==> config.mk <==
export PLATFORM = sky130hd
export DESIGN_NAME = pc_seq
export DESIGN_NICKNAME = d
export VERILOG_FILES = /design/src/rtl/pc_pkg.sv /design/src/rtl/pc_ret_stack.sv /design/src/rtl/pc_seq.sv
export SDC_FILE = /design/constraint.sdc
export NUM_CORES = 1
export LEC_CHECK = 0
export CAP_MARGIN = 10
export CORE_UTILIZATION = 27
export CTS_BUF_LIST = sky130_fd_sc_hd__clkbuf_16
export DETAILED_ROUTE_END_ITERATION = 16
export GPL_TIMING_DRIVEN = 0
export PLACE_DENSITY = 0.49
export SLEW_MARGIN = 20
export SYNTH_ARGS = -nofsm -noshare
export SYNTH_HDL_FRONTEND = slang
export SYNTH_SLANG_ARGS = --single-unit
==> constraint.sdc <==
create_clock -name clk -period 3.6 [get_ports clk]
set_clock_uncertainty 0.05 [all_clocks]
set_input_delay 0.54 -clock clk [delete_from_list [all_inputs] [get_ports clk]]
set_output_delay 0.54 -clock clk [all_outputs]
set_load 0.02 [all_outputs]
==> src/rtl/pc_pkg.sv <==
// pc_pkg: shared state/op types and enable priority decode for pc_seq
package pc_pkg;
  typedef enum logic {RUN, HALT} pc_state_e;
  typedef enum logic [2:0] {OP_INC, OP_REL, OP_ABS, OP_CALL, OP_RET} pc_op_e;
  function automatic pc_op_e decode_op(input logic ret, input logic call, input logic abs, input logic rel);
    return ret ? OP_RET : call ? OP_CALL : abs ? OP_ABS : rel ? OP_REL : OP_INC;
  endfunction
endpackage

==> src/rtl/pc_ret_stack.sv <==
// pc_ret_stack: LIFO return-address stack with count pointer
module pc_ret_stack #(
  parameter int D = 10,
  parameter int RS_DEPTH = 4
) (
  input  logic         clk,
  input  logic         reset,
  input  logic         push,
  input  logic         pop,
  input  logic [D-1:0] push_data,
  output logic [D-1:0] top,
  output logic         full,
  output logic         empty
);
  localparam int CW = $clog2(RS_DEPTH + 1);
  localparam int AW = RS_DEPTH > 1 ? $clog2(RS_DEPTH) : 1;
  logic [D-1:0] mem [RS_DEPTH];
  logic [CW-1:0] cnt;
  assign full = cnt == CW'(RS_DEPTH);
  assign empty = cnt == '0;
  assign top = empty ? '0 : mem[AW'(cnt - CW'(1))];
  always_ff @(posedge clk) begin
    if (reset) cnt <= '0;
    else if (push && !full) begin
      mem[AW'(cnt)] <= push_data;
      cnt <= cnt + CW'(1);
    end else if (pop && !empty) cnt <= cnt - CW'(1);
  end
endmodule

==> src/rtl/pc_seq.sv <==
// pc_seq: fetch-stage program counter with rel/LUT jumps, call/return stack, stall and halt
module pc_seq
  import pc_pkg::*;
#(
  parameter int D = 10,
  parameter int LUT_AW = 4,
  parameter int RS_DEPTH = 4
) (
  input  logic              clk,
  input  logic              reset,
  input  logic              stall,
  input  logic              halt_req,
  input  logic              reljump_en,
  input  logic              absjump_en,
  input  logic              call_en,
  input  logic              ret_en,
  input  logic [D-1:0]      target,
  input  logic              lut_we,
  input  logic [LUT_AW-1:0] lut_waddr,
  input  logic [D-1:0]      lut_wdata,
  output logic [D-1:0]      prog_ctr,
  output logic              halted,
  output logic              rs_overflow,
  output logic              rs_underflow
);
  pc_state_e state;
  pc_op_e op;
  logic [D-1:0] lut [2**LUT_AW];
  logic [D-1:0] lut_val, pc_inc, pc_next, top;
  logic go, push, pop, full, empty;
  assign op = decode_op(ret_en, call_en, absjump_en, reljump_en);
  assign go = state == RUN && !stall && !halt_req;
  assign push = go && op == OP_CALL;
  assign pop = go && op == OP_RET;
  assign lut_val = lut[target[D-1 -: LUT_AW]];
  assign pc_inc = prog_ctr + D'(1);
  assign halted = state == HALT;
  always_comb begin
    pc_next = op == OP_RET ? (empty ? pc_inc : top) :
              (op == OP_CALL || op == OP_ABS) ? lut_val :
              op == OP_REL ? prog_ctr + target : pc_inc;
  end
  always_ff @(posedge clk) begin
    if (reset) begin
      prog_ctr <= '0;
      state <= RUN;
      rs_overflow <= 1'b0;
      rs_underflow <= 1'b0;
      for (int i = 0; i < 2**LUT_AW; i++) lut[i] <= D'(1) << (i % D);
    end else begin
      if (lut_we) lut[lut_waddr] <= lut_wdata;
      if (state == RUN && !stall && halt_req) state <= HALT;
      if (go) prog_ctr <= pc_next;
      if (push && full) rs_overflow <= 1'b1;
      if (pop && empty) rs_underflow <= 1'b1;
    end
  end
  pc_ret_stack #(.D(D), .RS_DEPTH(RS_DEPTH)) u_stack (
    .clk(clk),
    .reset(reset),
    .push(push),
    .pop(pop),
    .push_data(pc_inc),
    .top(top),
    .full(full),
    .empty(empty)
  );
endmodule

After elaboration in Yosys (flattened, before gate mapping)
Memory sizes are Yosys's and may differ from the RTL's.
Index checks and enable logic that the tools add are counted.
{ "totals": {"mem_bits_ro": 0, "mem_bits_rw": 200, "word_cells": 55, "input_bits": 33, "output_inout_bits": 13, "latchBits": 0, "reg_bits": 16, "n_memories": 2} }
{ "op_classes": {"mul": 0, "add_sub_neg": 4, "bitwise": 1, "n_shift": 0, "n_reduce_logical": 17, "magnitude_cmp": 0, "n_div": 0, "muxes": 21, "eq_ne": 5} }
{ "mem_list": {"columns": ["memory", "words", "word_bits", "rd", "rd_clocked_by_memory_dff", "write_ports", "line_no", "text"], "rows": [
  ["lut", 16, 10, 1, 0, 16, "pc_seq.sv:28", "logic [D-1:0] lut [2**LUT_AW];"],
  ["u_stack.mem", 4, 10, 1, 0, 1, "pc_ret_stack.sv:17", "logic [D-1:0] mem [RS_DEPTH];"]
]} }
{ "op_table": {"columns": ["operator", "count"], "rows": [
  ["$mux 10", 5],
  ["$add 10x1->10 const B", 1],
  ["$add 10x10->10", 1],
  ["$mux 1", 10],
  ["$reduce_or 10->1", 1],
  ["$logic_and 1x1->1", 9],
  ["$mux 3", 3],
  ["$eq 3x2->1 const B", 2],
  ["$eq 3x3->1 const B", 2],
  ["$logic_not 1->1", 4],
  ["$mux 2", 2],
  ["$mux 4", 1],
  ["$add 3x1->3 const B", 1],
  ["$eq 3x1->1 const B", 1],
  ["$logic_not 3->1", 1],
  ["$sub 3x1->3 const B", 1],
  ["$reduce_bool 2->1", 1],
  ["$logic_or 1x1->1", 1],
  ["$not 1->1", 1]
]} }

Depth between registers and ports, before layout
{ "depth": {"ltp_word": 10, "mapped_depth": 10, "mapped_depth_nobuf": 9} }

By module
A second synthesis with hierarchy kept.
{ "unflattened": {"hier_cells": 740, "area_unflattened_um2": 10466.3} }
{ "by_module_without_submodules": {"columns": ["module", "seq_area_each_um2", "area_each_um2", "cells_each", "n_inst"], "rows": [
  ["pc_seq", 5064.9, 8675.8, 644, 1],
  ["pc_ret_stack", 1261.2, 1790.5, 96, 1]
]} }

Worst setup path before layout
No wires, ideal clock.
{ "synth_path": {"path_type": "input port to flip-flop", "from": "input target[0]", "to": "register prog_ctr[8]", "setup_time_ns": 0.091, "required_ns": 3.459, "arrival_time_ns": 2.598, "path_buffers": 0, "path_slack_ns": 0.861, "path_stages": 8, "cell_sequence": "ha_1 fa_1 a211oi_2 o21bai_2 a2111oi_4 nor3_1 or3b_1 a311oi_1"} }
{ "synth_via": {"elab_chain_cells": 4} }
{ "synth_rtl": {"columns": ["element", "line_no", "text"], "rows": [
  ["start, declared", "pc_seq.sv:17", "input logic [D-1:0] target,"],
  ["$add 10x10->10", "pc_seq.sv:41", "op == OP_REL ? prog_ctr + target : pc_inc;"],
  ["$mux 10", "pc_seq.sv:41", null],
  ["$mux 10", "pc_seq.sv:40", "(op == OP_CALL || op == OP_ABS) ? lut_val :"],
  ["$mux 10", "pc_seq.sv:39", "pc_next = op == OP_RET ? (empty ? pc_inc : top) :"],
  ["end signal, assigned", "pc_seq.sv:53", "if (go) prog_ctr <= pc_next;"],
  ["end, declared", "pc_seq.sv:21", "output logic [D-1:0] prog_ctr,"]
]} }
No other way between the ends.
A chain may end at the register's enable or synchronous reset.

Worst setup path after layout
{ "layout_path": {"from": "register u_stack.cnt[0]", "to": "register prog_ctr[7]"} }
{ "layout_via": {"elab_chain_cells": 4, "word_cells_on_any_way": 5, "cone_classes": "add/sub: 1; mux: 2; reduce/logical: 1; memory: 1"} }
{ "layout_rtl": {"columns": ["element", "line_no", "text"], "rows": [
  ["start, declared", "pc_ret_stack.sv:18", "logic [CW-1:0] cnt;"],
  ["start signal, assigned", "pc_ret_stack.sv:26", "cnt <= cnt + CW'(1);"],
  ["start signal, assigned", "pc_ret_stack.sv:27", "end else if (pop && !empty) cnt <= cnt - CW'(1);"],
  ["$sub 3x1->3", "pc_ret_stack.sv:21", "assign top = empty ? '0 : mem[AW'(cnt - CW'(1))];"],
  ["$mem_v2 4x10", null, null],
  ["$mux 10 (*) (2 in series)", "pc_seq.sv:39", null]
]} }
Mark *: on every way between the ends. The rest lies on a longest branch, timed or not.

==> run metrics <==
number of synthesized flops with an enable pin=200; sequential element share of the synthesized area=61.0%; Clk pwr share=40.2%; DP HPWL=about 21000 µm; Clk Latency, worst-skew pair=0.54 ns; total global-route track usage=between 10% and 20%; TNS Setup=0 ns; asr flop ratio synth=0%; Initial Utilization=27.5%; outcome=finished clean; prevailing post-synth register cell=edfxtp_1; CTS root buf=clkbuf_16; Synth warnings=0; distinct cell type count after synthesis=52; Worst slew margin=35.3%; Reg2Reg Depth=9; Worst Setup EP=prog_ctr[7]; P_sw=between 1 and 1.5 mW; internal reg-to-reg setup slack=0.37 ns; Yosys top cell by area=edfxtp_1; drt pass-1 iters=5; area of the mapped netlist=10400 µm²; Crit. End Element=flip-flop; Fillers=3735; worst vdd ir=327 µV; GP Congestion=0.808; reg-to-reg endpoint=prog_ctr[7]; Fin. Hold Viols=0; Final Cycle Share=about 90%; Post-Synthesis Cells=approximately 720; DRT iter0 DRCs=around 470; part of the power in registers=between 40% and 50%; most common cell after layout, fill and taps aside=edfxtp_1; initial antenna violation count=1; Hold-fix buffers, CTS=0; f_max=310 MHz; switch share=roughly a quarter; DIE AREA=roughly 39000 µm²; Clk pin slew, worst setup/hold paths=0.06 ns; CP Data Required Time=approximately 3.9 ns; DR DRC count=0; combinational power share=10.2%; Max Cap Viol=0; I/O Buffers=43; Post-Synth Simple-Gate Area=15.3%; largest net degree at the start of global routing=13; wire length per cell=~23 µm; core area=between 30000 and 40000 µm²; post-CTS setup buffer count=0; htree depth=1; final instance area=12200 µm²; #FFs+latches synth=216; CP arrival=3.56 ns; Mean Syn Cell Area=14.5 µm²; Area growth syn-to-layout=17.4%; critical path class=reg2reg; Clock Sinks=216; critical path launch point type=flip-flop; Power Total=just under 6 mW; Tmin final=3.23 ns; vias=a little over 6000; # nets final=834; final core utilization=between 30% and 40%; internal power=4.46 mW; mux cell area share after synthesis=13.6%; Post-Syn Nets=765; ANT nets after route=0; clk buf depth=3; Leakage=4.09 nW; RSZ-0062 raised after global routing=false; # setup viols final=0; Hold WC Path Type=reg2reg; Die Width=just under 200 µm; Final Max Tran Viols=0; FF-to-FF Start=u_stack.cnt[0]; total wire length=29600 µm; power density over cell area=482 nW/µm²; PnR worst setup slack=between 0.3 and 0.4 ns; xor/xnor share of the synthesized area=less than 1%; gr ovfl total=0; worst-margin pin slew=0.971 ns; Critical path origin=u_stack.cnt[0]; Vert. Die Dim=198 µm; CTS resizes=0; total CTS buffers=24; top area cells in the synthesized netlist=edfxtp_1, mux4_2, and2_1; global-route wire length before repair=43200 µm; Compound-Gate Fraction of Synth Area=under 10%; most frequent cells in the layout=edfxtp_1, and2_1, mux4_2, clkdlybuf4s50_1, nor2_1; vias in the first global route=about 6300; largest family of logic cells by synthesized area=simple AND/OR/NAND/NOR gates; top cell type's share of synthesized area=57.9%; Vias per Instance=4.75; Rows=71; share of post-route cells with drive strength above 1=between 10% and 20%; worst slack, placed=around 0.072 ns; Post-Place Cell Area=11400 µm²; I/O pin total=46; Worst Path Max Fanout=10; CTS tree=yes; Synth Area in Adders=2.12%
through the flow:
| stage | std cells | hold WS [ns] |
|---|---|---|
| final | 1311 | 0.427 |
| after global routing | 1310 | 0.475 |
| after CTS | 1310 | 0.427 |
| after detailed placement | 1269 | 0.413 |
| after global placement | 1269 | 0.403 |
| after floorplan | 715 | 0.431 |
Yosys cell counts (4+ instances only):
cell and instances:
nor2_1 38, nand2b_1 7, inv_1 9, a31oi_1 6
clkbuf_1 25, buf_2 6, a211oi_1 9, a311oi_1 5
mux2i_1 9, mux4_2 54, or2_2 16, dfxtp_1 16
ha_1 16, nor3_1 10, nand3_1 6, edfxtp_1 200
a221oi_1 6, or3_1 16, nand2_1 25, a21oi_1 13
xnor2_1 7, xor2_1 4, and2_1 150, o21ai_0 10
mux2_2 9
state kept, by name, indices dropped and copies added, names as in the netlist:
register	cells
prog_ctr	10
rs_underflow	1
halted	1
rs_overflow	1
u_stack.mem	40
u_stack.cnt	3
lut	160
power by group through the flow:
stage,Combinational [mW],Sequential (mW),Clock [mW]
2_1_floorplan,0.346,2.95,0
3_3_place_gp,0.602,2.96,0
3_5_place_dp,0.605,2.96,0
4_1_cts,0.607,2.91,2.41
5_1_grt,0.641,2.92,2.50
6_report,0.598,2.91,2.36
worst min path at each step:
stage / startpoint / end / slack [ns] / cells after the start
2_1_floorplan: u_stack.cnt[1] / u_stack.cnt[1] / 0.43 / 2
3_3_place_gp: rs_underflow / rs_underflow / 0.40 / 2
3_5_place_dp: rs_underflow / rs_underflow / 0.41 / 2
4_1_cts: rs_underflow / rs_underflow / 0.43 / 2
5_1_grt: rs_underflow / rs_underflow / 0.47 / 2
6_report: rs_underflow / rs_underflow / 0.43 / 2
layer usage:
metal / GRT usage [%] / vias up / wire, µm
met3: 2.38 / 43 / 1700
met5: 0.766 / - / 38
li1: - / 2853 / -
met2: 25.4 / 208 / 14100
met4: 4.54 / 2 / 745
met1: 21.1 / 3117 / 13000
layout make-up:
cell class,instances,area [µm²],area share (%)
well taps,511,639,5.25
plain buffers,38,173,1.42
inverters,9,33.8,0.277
repair buffers,43,430,3.54
clock inverters,17,135,1.11
diodes,1,2.50,0.0206
flip-flops and latches,216,6330,52.0
multi-input cells,452,3830,31.5
clock buffers,24,601,4.93
logic make-up (layout without fill, tap and decap cells):
group | count (synthesis) | count (layout)
and+or+nand+nor | 281 | 281
muxes | 72 | 72
DFF | 216 | 216
adders and majority gates | 17 | 17
AOI/OAI and AO/OA | 71 | 71
xor gates and xnor gates | 11 | 11
buffers and inverters | 47 | 131
other | 0 | 1
critical path: stages (launching register included):
cell and delay [ns]:
dfxtp_1 0.41, buf_2 0.37, inv_1 0.15, ha_1 0.40
clkbuf_1 0.54, mux4_2 0.40, a21oi_1 0.25, o31ai_1 0.14
a221oi_1 0.25, a211oi_1 0.12
No activity file was read; power rests on OpenSTA's default activity.
